`src/rtl/fp32_iterative_divider.sv`:
```
// ---------------------------------------------------------------------------
// fp32_iterative_divider
//
// Sequential IEEE-754 single-precision divider (quotient = a / b).
// The mantissa quotient is produced by a restoring radix-2 divider, one bit
// per clock, 25 bits in total. The result is truncated (round toward zero).
// Denormal operands are flushed to zero. Special operands use the same
// zero/inf/NaN encodings as the FP multiplier.
//
// Handshake (start/busy/done):
//   A request is accepted on a rising edge where start=1 and the FSM is IDLE.
//   That edge is the accepting edge. a and b are captured on it and may
//   change afterwards. busy is high from the accepting edge until done
//   falls. start is ignored while busy is high. done is a one-cycle pulse.
//   quotient and the flags are valid while done is high. They hold until
//   the next result is loaded or reset is applied.
//
// Ports:
//   clk        in   sole clock, rising edge
//   rst        in   synchronous, active-high reset
//   start      in   request, sampled only in IDLE
//   a, b       in   dividend / divisor (FP32)
//   quotient   out  registered result
//   done       out  one-cycle result-valid pulse
//   busy       out  operation in flight
//   nan_f      out  result is NaN
//   inf_f      out  result is infinity
//   zero_f     out  result is zero
//   dz_f       out  divide by zero (always together with inf_f)
//   fsm_state  out  current FSM state (IDLE=0, DIV=1, NORM=2, DONE=3)
// ---------------------------------------------------------------------------
module fp32_iterative_divider (
  input  logic        clk,
  input  logic        rst,
  input  logic        start,
  input  logic [31:0] a,
  input  logic [31:0] b,
  output logic [31:0] quotient,
  output logic        done,
  output logic        busy,
  output logic        nan_f,
  output logic        inf_f,
  output logic        zero_f,
  output logic        dz_f,
  output logic [1:0]  fsm_state
);

  typedef enum logic [1:0] {
    IDLE = 2'd0,
    DIV  = 2'd1,
    NORM = 2'd2,
    DONE = 2'd3
  } state_t;

  state_t             state;
  logic               sign;
  logic [24:0]        rem;
  logic [23:0]        dvs;
  logic [24:0]        q;
  logic signed [9:0]  ex;
  logic [4:0]         cnt;

  // A special-case result is captured at the accepting edge and published
  // from DONE one edge later.
  logic [31:0]        spec_q;
  logic               spec_nan;
  logic               spec_inf;
  logic               spec_zero;
  logic               spec_dz;

  // ---------------- Operand classification ----------------
  logic [7:0]  ea, eb;
  logic [22:0] fa, fb;
  logic        a_zero, a_inf, a_nan;
  logic        b_zero, b_inf, b_nan;
  logic        in_sign;
  logic        is_nan, is_inf, is_zero, is_special;

  assign ea      = a[30:23];
  assign eb      = b[30:23];
  assign fa      = a[22:0];
  assign fb      = b[22:0];
  assign in_sign = a[31] ^ b[31];

  assign a_zero  = (ea == 8'h00);
  assign b_zero  = (eb == 8'h00);
  assign a_inf   = (ea == 8'hFF) && (fa == 23'd0);
  assign b_inf   = (eb == 8'hFF) && (fb == 23'd0);
  assign a_nan   = (ea == 8'hFF) && (fa != 23'd0);
  assign b_nan   = (eb == 8'hFF) && (fb != 23'd0);

  // Priority: NaN > Inf > Zero.
  assign is_nan     = a_nan || b_nan || (a_zero && b_zero) || (a_inf && b_inf);
  assign is_inf     = !is_nan && (a_inf || b_zero);
  assign is_zero    = !is_nan && !is_inf && (a_zero || b_inf);
  assign is_special = is_nan || is_inf || is_zero;

  // Biased quotient exponent: ea - eb + 127 lies in [-126, 380], so 10 bits
  // signed covers it without wrap.
  logic [9:0] ex_init;
  assign ex_init = {2'b00, ea} - {2'b00, eb} + 10'd127;

  // ---------------- Divider step ----------------
  logic        rem_ge;
  logic [24:0] rem_sub;

  assign rem_ge  = (rem >= {1'b0, dvs});
  assign rem_sub = rem - {1'b0, dvs};

  // ---------------- Normalisation ----------------
  // The mantissa ratio is in (0.5, 2), so either q[24] or q[23] is the
  // leading one.
  logic signed [9:0] exp_n;
  logic [22:0]       frac_n;

  assign exp_n  = q[24] ? ex : (ex - 10'sd1);
  assign frac_n = q[24] ? q[23:1] : q[22:0];

  assign fsm_state = state;

  always_ff @(posedge clk) begin
    if (rst) begin
      state     <= IDLE;
      quotient  <= 32'd0;
      done      <= 1'b0;
      busy      <= 1'b0;
      nan_f     <= 1'b0;
      inf_f     <= 1'b0;
      zero_f    <= 1'b0;
      dz_f      <= 1'b0;
      sign      <= 1'b0;
      rem       <= 25'd0;
      dvs       <= 24'd0;
      q         <= 25'd0;
      ex        <= 10'sd0;
      cnt       <= 5'd0;
      spec_q    <= 32'd0;
      spec_nan  <= 1'b0;
      spec_inf  <= 1'b0;
      spec_zero <= 1'b0;
      spec_dz   <= 1'b0;
    end else begin
      case (state)
        IDLE: begin
          if (start) begin
            busy <= 1'b1;
            sign <= in_sign;
            if (is_special) begin
              spec_nan  <= is_nan;
              spec_inf  <= is_inf;
              spec_zero <= is_zero;
              spec_dz   <= is_inf && b_zero;
              if (is_nan)
                spec_q <= {in_sign, 8'hFF, 23'h000001};
              else if (is_inf)
                spec_q <= {in_sign, 8'hFF, 23'h000000};
              else
                spec_q <= {in_sign, 31'd0};
              state <= DONE;
            end else begin
              rem   <= {2'b01, fa};
              dvs   <= {1'b1, fb};
              q     <= 25'd0;
              ex    <= $signed(ex_init);
              cnt   <= 5'd0;
              state <= DIV;
            end
          end
        end

        DIV: begin
          if (rem_ge) begin
            q   <= {q[23:0], 1'b1};
            rem <= {rem_sub[23:0], 1'b0};
          end else begin
            q   <= {q[23:0], 1'b0};
            rem <= {rem[23:0], 1'b0};
          end
          if (cnt == 5'd24) begin
            cnt   <= 5'd0;
            state <= NORM;
          end else begin
            cnt <= cnt + 5'd1;
          end
        end

        NORM: begin
          nan_f <= 1'b0;
          dz_f  <= 1'b0;
          if (exp_n >= 10'sd255) begin
            quotient <= {sign, 8'hFF, 23'd0};
            inf_f    <= 1'b1;
            zero_f   <= 1'b0;
          end else if (exp_n <= 10'sd0) begin
            quotient <= {sign, 31'd0};
            inf_f    <= 1'b0;
            zero_f   <= 1'b1;
          end else begin
            quotient <= {sign, exp_n[7:0], frac_n};
            inf_f    <= 1'b0;
            zero_f   <= 1'b0;
          end
          done  <= 1'b1;
          state <= DONE;
        end

        DONE: begin
          if (done) begin
            // Pulse has been visible for one cycle: finish the operation.
            done  <= 1'b0;
            busy  <= 1'b0;
            state <= IDLE;
          end else begin
            // Arrived straight from IDLE with a special-case result.
            quotient <= spec_q;
            nan_f    <= spec_nan;
            inf_f    <= spec_inf;
            zero_f   <= spec_zero;
            dz_f     <= spec_dz;
            done     <= 1'b1;
          end
        end

        default: state <= IDLE;
      endcase
    end
  end

endmodule

```
`config.mk`:
```
export PLATFORM = sky130hd
export DESIGN_NAME = fp32_iterative_divider
export DESIGN_NICKNAME = d
export VERILOG_FILES = /design/src/rtl/fp32_iterative_divider.sv
export SDC_FILE = /design/constraint.sdc
export NUM_CORES = 1
export LEC_CHECK = 0
export ABC_AREA = 0
export BUFFER_PORTS_ARGS = -buffer_cell sky130_fd_sc_hd__buf_4
export CAP_MARGIN = 30
export CORE_MARGIN = 4
export CORE_UTILIZATION = 40
export DETAILED_ROUTE_END_ITERATION = 8
export PLACE_DENSITY = 0.63
export SLEW_MARGIN = 20
export SYNTH_ARGS = -nofsm -noshare
export SYNTH_HDL_FRONTEND = slang
export SYNTH_SLANG_ARGS = --single-unit
```
`constraint.sdc`:
```
create_clock -name clk -period 2.6 [get_ports clk]
set_input_delay 0.13 -clock clk [delete_from_list [all_inputs] [get_ports clk]]
set_output_delay 0.13 -clock clk [all_outputs]
set_load 0.02 [all_outputs]
```
-- After elaboration in Yosys (flattened, before gate mapping)
Index checks and enable logic that the tools add are counted.
W data, S select, Z words.
- flip-flop bits (word level): 166
- bits of input ports: 67
- output and inout bits: 40
- word-level logic and storage cells: 117
- add/subtract/negate cells: 5
- order comparisons: 3
- equal/unequal tests: 11
- muxes and demuxes: 41
- bitwise logic cells: 2
- reductions and logical operators: 36
- operators with widths (kind ; count):
    $mux W25 ; 5
    $mux W31 ; 4
    $pmux W25 S2 ; 2
    $pmux W32 S2 ; 1
    $logic_not A23 Y1 ; 2
    $reduce_bool A23 Y1 ; 2
    $mux W32 ; 1
    $ge A25 B24 Y1 ; 1
    $sub A24 B24 Y24 ; 1
    $mux W23 ; 1
    $eq A8 B8 Y1 const B ; 2
    $logic_not A8 Y1 ; 2
    $mux W5 ; 3
    $reduce_and A3 Y1 ; 5
    $pmux W1 S2 ; 6
    $mux W1 ; 11
    $add A9 B8 Y10 const B ; 1
    $ge A10 B9 Y1 const B ; 1
    $le A10 B1 Y1 const B ; 1
    $logic_and A1 B1 Y1 ; 10
    $mux W10 ; 1
    $ne A2 B2 Y1 const B ; 5
    $pmux W5 S2 ; 1
    $sub A10 B2 Y10 const B ; 1
    14 further kinds ; 28

-- Longest topological paths before layout
- depth after elaboration: 14
- depth in mapped cells: 13
- gate-level depth less buffers: 12

-- Least setup slack after synthesis
Ideal clock, no wire load.
- path type: reg-to-reg
- start: register dvs[20]
- end: register rem[18]
- library setup time: 115 ps
- arrival time: 2688 ps
- data required time: 2485 ps
- setup slack: -203 ps
- stages on the path, launching flop included: 13
- path buffers: 2
- clock period less this slack: 2803 ps
- cell sequence: dfxtp_1 > inv_1 > ha_1 > buf_6 > and3_4 > and4_1 > a41o_1 > a21o_1 > a2111o_1 > buf_6 > o21a_1 > or3_1 > a31o_1
- longest elaborated chain between the ends: 3
- ends and longest elaborated chain (item ; RTL line ; text):
    from (decl) ; 58 ; logic [23:0] dvs;
    from (signal assigned) ; 162 ; dvs <= {1'b1, fb};
    $ge A25 B24 Y1 ; 107 ; assign rem_ge = (rem >= {1'b0, dvs});
    $mux W25 ; 172 ; if (rem_ge) begin
    $pmux W25 S2 ; 143 ; case (state)
    to (signal assigned) ; 161 ; rem <= {2'b01, fa};
    to (signal assigned) ; 174 ; rem <= {rem_sub[23:0], 1'b0};
    to (signal assigned) ; 177 ; rem <= {rem[23:0], 1'b0};
    to (decl) ; 57 ; logic [24:0] rem;
Every way passes these cells.
A chain may end at the register's enable or synchronous reset.

-- Worst setup path after layout
- start: register dvs[13]
- end: register rem[11]
The elaborated chain is that of the path after synthesis.

==> impl_metrics.tcl <==
set metrics [dict create \
    status "finished, violations left" \
    violations "negative setup slack" \
    drt_iter0_drc 592 \
    n_antenna_cell 0 \
    r2r-end "rem[11]" \
    cp-start-kind "flip-flop" \
    syn_to_final_growth_pct 35.59 \
    cts_root_buf "clkbuf_16" \
    syn_area_per_cell_um2 7.824 \
    grtUsageTotal 0.2126 \
    synth_flop_cell "dfxtp_1" \
    place.gp.congestion 0.9271 \
    clk_latency_ns 0.43 \
    dr.pass1.iters 7 \
    p_leak_uw 0.004415 \
    post_drt_wl_per_cell_um 16.18 \
    ys_seq_elements 136 \
    crit_family "compound AO/OA/AOI/OAI gates" \
    slowest_stage "a2111o_1" \
    hpwl_mm 17.60 \
    netlist_instances 1048 \
    tritoncts "yes" \
    synthArstFlopShare 0 \
    pwr-share-clk 0.163 \
    antenna_found_initial 0 \
    synth_warnings 0 \
    setup_viol 9 \
    drive_above_1_share 0.2615 \
    arrival_ns 2.96 \
    start_util 0.4065 \
    seqPwrFrac 0.182 \
    synth_edf_count 0 \
    rsz0062_at_grt "true" \
    overflow 0 \
    clockBufferDepth 2 \
    worstPathMaxFanout 11 \
    rows 52 \
    fin_crit_ns 2.660 \
    fin_nets 1335 \
    skew_ns 0.01283 \
    synth.distinct_cells 73 \
    io_pins 107 \
    min_from "a[12]" \
    fin_setup_tns_ns -0.3531 \
    die-area_um2 22850 \
    crit_chain "inv_2, ha_4, and3_4, and2_4, a41o_1, a21o_1, a2111o_1, buf_4, o21ai_4, buf_12, mux2i_2, o41ai_2" \
    clk_pin_slew_ns 0.06 \
    syn_nets 1157 \
    rr_worst_depth 12 \
    routed_wirelength_mm 24.41 \
    pwr-share-comb 0.656 \
    cts.sinks 136 \
    fin_ws_ns -0.06024 \
    htreeDepth 4 \
    cp-end-kind "flip-flop" \
    max_freq_mhz 375.9 \
    drv_slew 0 \
    cts_made_buffers 17 \
    power.internal_uw 8791 \
    crit_buf_inv 3 \
    fin_crit_sh 1.023 \
    synthesis.area_um2 8199 \
    drc 0 \
    ir_drop_mv 0.7129 \
    final_common_cell "buf_4" \
    die_x_um 151.2 \
    die_y_um 151.2 \
    detail_route.vias_per_cell 5.432 \
    grt_pass1_vias 7753 \
    hold_class "primary input to flip-flop" \
    p_per_area_nw_per_um2 1425 \
    slew_headroom 0.5201 \
    antenna_left 0 \
    r2r-start "dvs[13]" \
    cap_violations 0 \
    tightest_slew_ns 0.7133 \
    whs_path_depth 3 \
    crit_type "flip-flop to flip-flop" \
    place_area_um2 9879 \
    grt_max_degree 69 \
    portBuffers 106 \
    grt_pass1_wl_mm 39.07 \
    cp.required_ns 2.90 \
    postLayoutCoreUtil 0.5512 \
    design_area_um2 11120 \
    max_stage_delay_ns 0.41 \
    ys_seq_area_frac 0.3321 \
    vias 8197 \
    final-hold-violation-count 0 \
    worstHoldEndpoint "rem[12]" \
    ff2ff_setup_slack_ns -0.06 \
    power_switching_uw 7053 \
    layout_common_cells "191 x buf_4, 141 x nand2_1, 126 x dfxtp_1" \
    swShare 0.4452 \
    core-area_um2 20170 \
]
## routing by layer
metal / track usage / wire, um
met5: 0 / 0
met4: 0.07389 / 499
met2: 0.3394 / 11240
met1: 0.2926 / 11310
met3: 0.03291 / 1366
## cell usage after synthesis, drive strengths merged, types with 22 or more instances
cell type | instances | share of area
ha | 40 | 0.061
clkbuf | 42 | 0.019
buf | 22 | 0.014
dfxtp | 136 | 0.33
a21oi | 101 | 0.062
nor2 | 84 | 0.038
nand3 | 58 | 0.038
nand2 | 142 | 0.065
o21ai | 56 | 0.036
inv | 57 | 0.026
mux2i | 30 | 0.037
xnor2 | 22 | 0.024
## worst max-delay path by stage
stage / startpoint / endpoint / slack (ns) / cells after the start
final: dvs[13] / rem[11] / -0.06 / 12
after global routing: dvs[6] / rem[11] / -0.17 / 12
after CTS: dvs[13] / rem[6] / -0.08 / 12
after detailed placement: dvs[18] / rem[14] / -0.16 / 11
after global placement: dvs[11] / rem[19] / -0.12 / 13
after floorplan: dvs[20] / rem[1] / -0.06 / 13
## cell families after synthesis
logic type / share of synthesized area
buf+inv: 0.05967
flops: 0.3321
fa+ha+maj: 0.06592
xor+xnor: 0.03846
compound gates: 0.2315
mux: 0.03800
simple gates: 0.2344
## repair_timing
action                                  in CTS  in global routing
gates resized for setup                     23                 47
endpoints found under the setup margin      23                 49
setup buffers                                3                  4
hold buffers                                22                  0
pin swaps                                   12                  8
endpoints found under the hold margin       22                  0
## power by group through the flow
stage | Clock, uW | Combinational (uW) | Sequential (uW)
floorplan | 0 | 5860 | 2900
CTS | 2630 | 9560 | 2850
detailed placement | 0 | 9120 | 2860
global placement | 0 | 9070 | 2860
finish | 2580 | 10400 | 2880
global route | 2700 | 11300 | 2930
## worst register-to-register path, delay by kind of cell (launching register included)
kind	cells	cell delay, ns
DFF	1	0.34
muxes	1	0.23
adders and majority gates	1	0.20
and+or+nand+nor	2	0.34
AOI/OAI and AO/OA	5	1.04
buffers and inverters	3	0.38
## metrics by stage
step / power, uW / hold WS [ns] / cells / setup WS [ns]
6_report: 15840 / 0.02017 / 1509 / -0.06024
2_1_floorplan: 8763 / 0.2584 / 1048 / -0.06465
3_3_place_gp: 11930 / 0.3897 / 1448 / -0.1165
4_1_cts: 15030 / 0.006916 / 1505 / -0.08416
3_5_place_dp: 11980 / 0.3962 / 1448 / -0.1551
5_1_grt: 16890 / 0.02155 / 1509 / -0.1707
## area by class of cell
cell class / instances / area (um^2)
repair buffers: 223 / 1837
clock buffers: 17 / 425.4
flip-flops and latches: 136 / 2735
inverters: 57 / 214.0
fillers: 1894 / 9052
well taps: 270 / 337.8
clock inverters: 15 / 197.7
multi-input cells: 791 / 5370
## registers in the layout, indices dropped and copies added, names as in the netlist
signal and flops:
busy 1, dz_f 1, spec_q 3, ex 10
dvs 24, fsm_state 2, sign 1, nan_f 1
done 1, spec_zero 1, zero_f 1, spec_dz 1
spec_inf 1, inf_f 1, quotient 32, q 25
cnt 5, rem 25
Note: power is estimated with default switching activity, not from simulation.
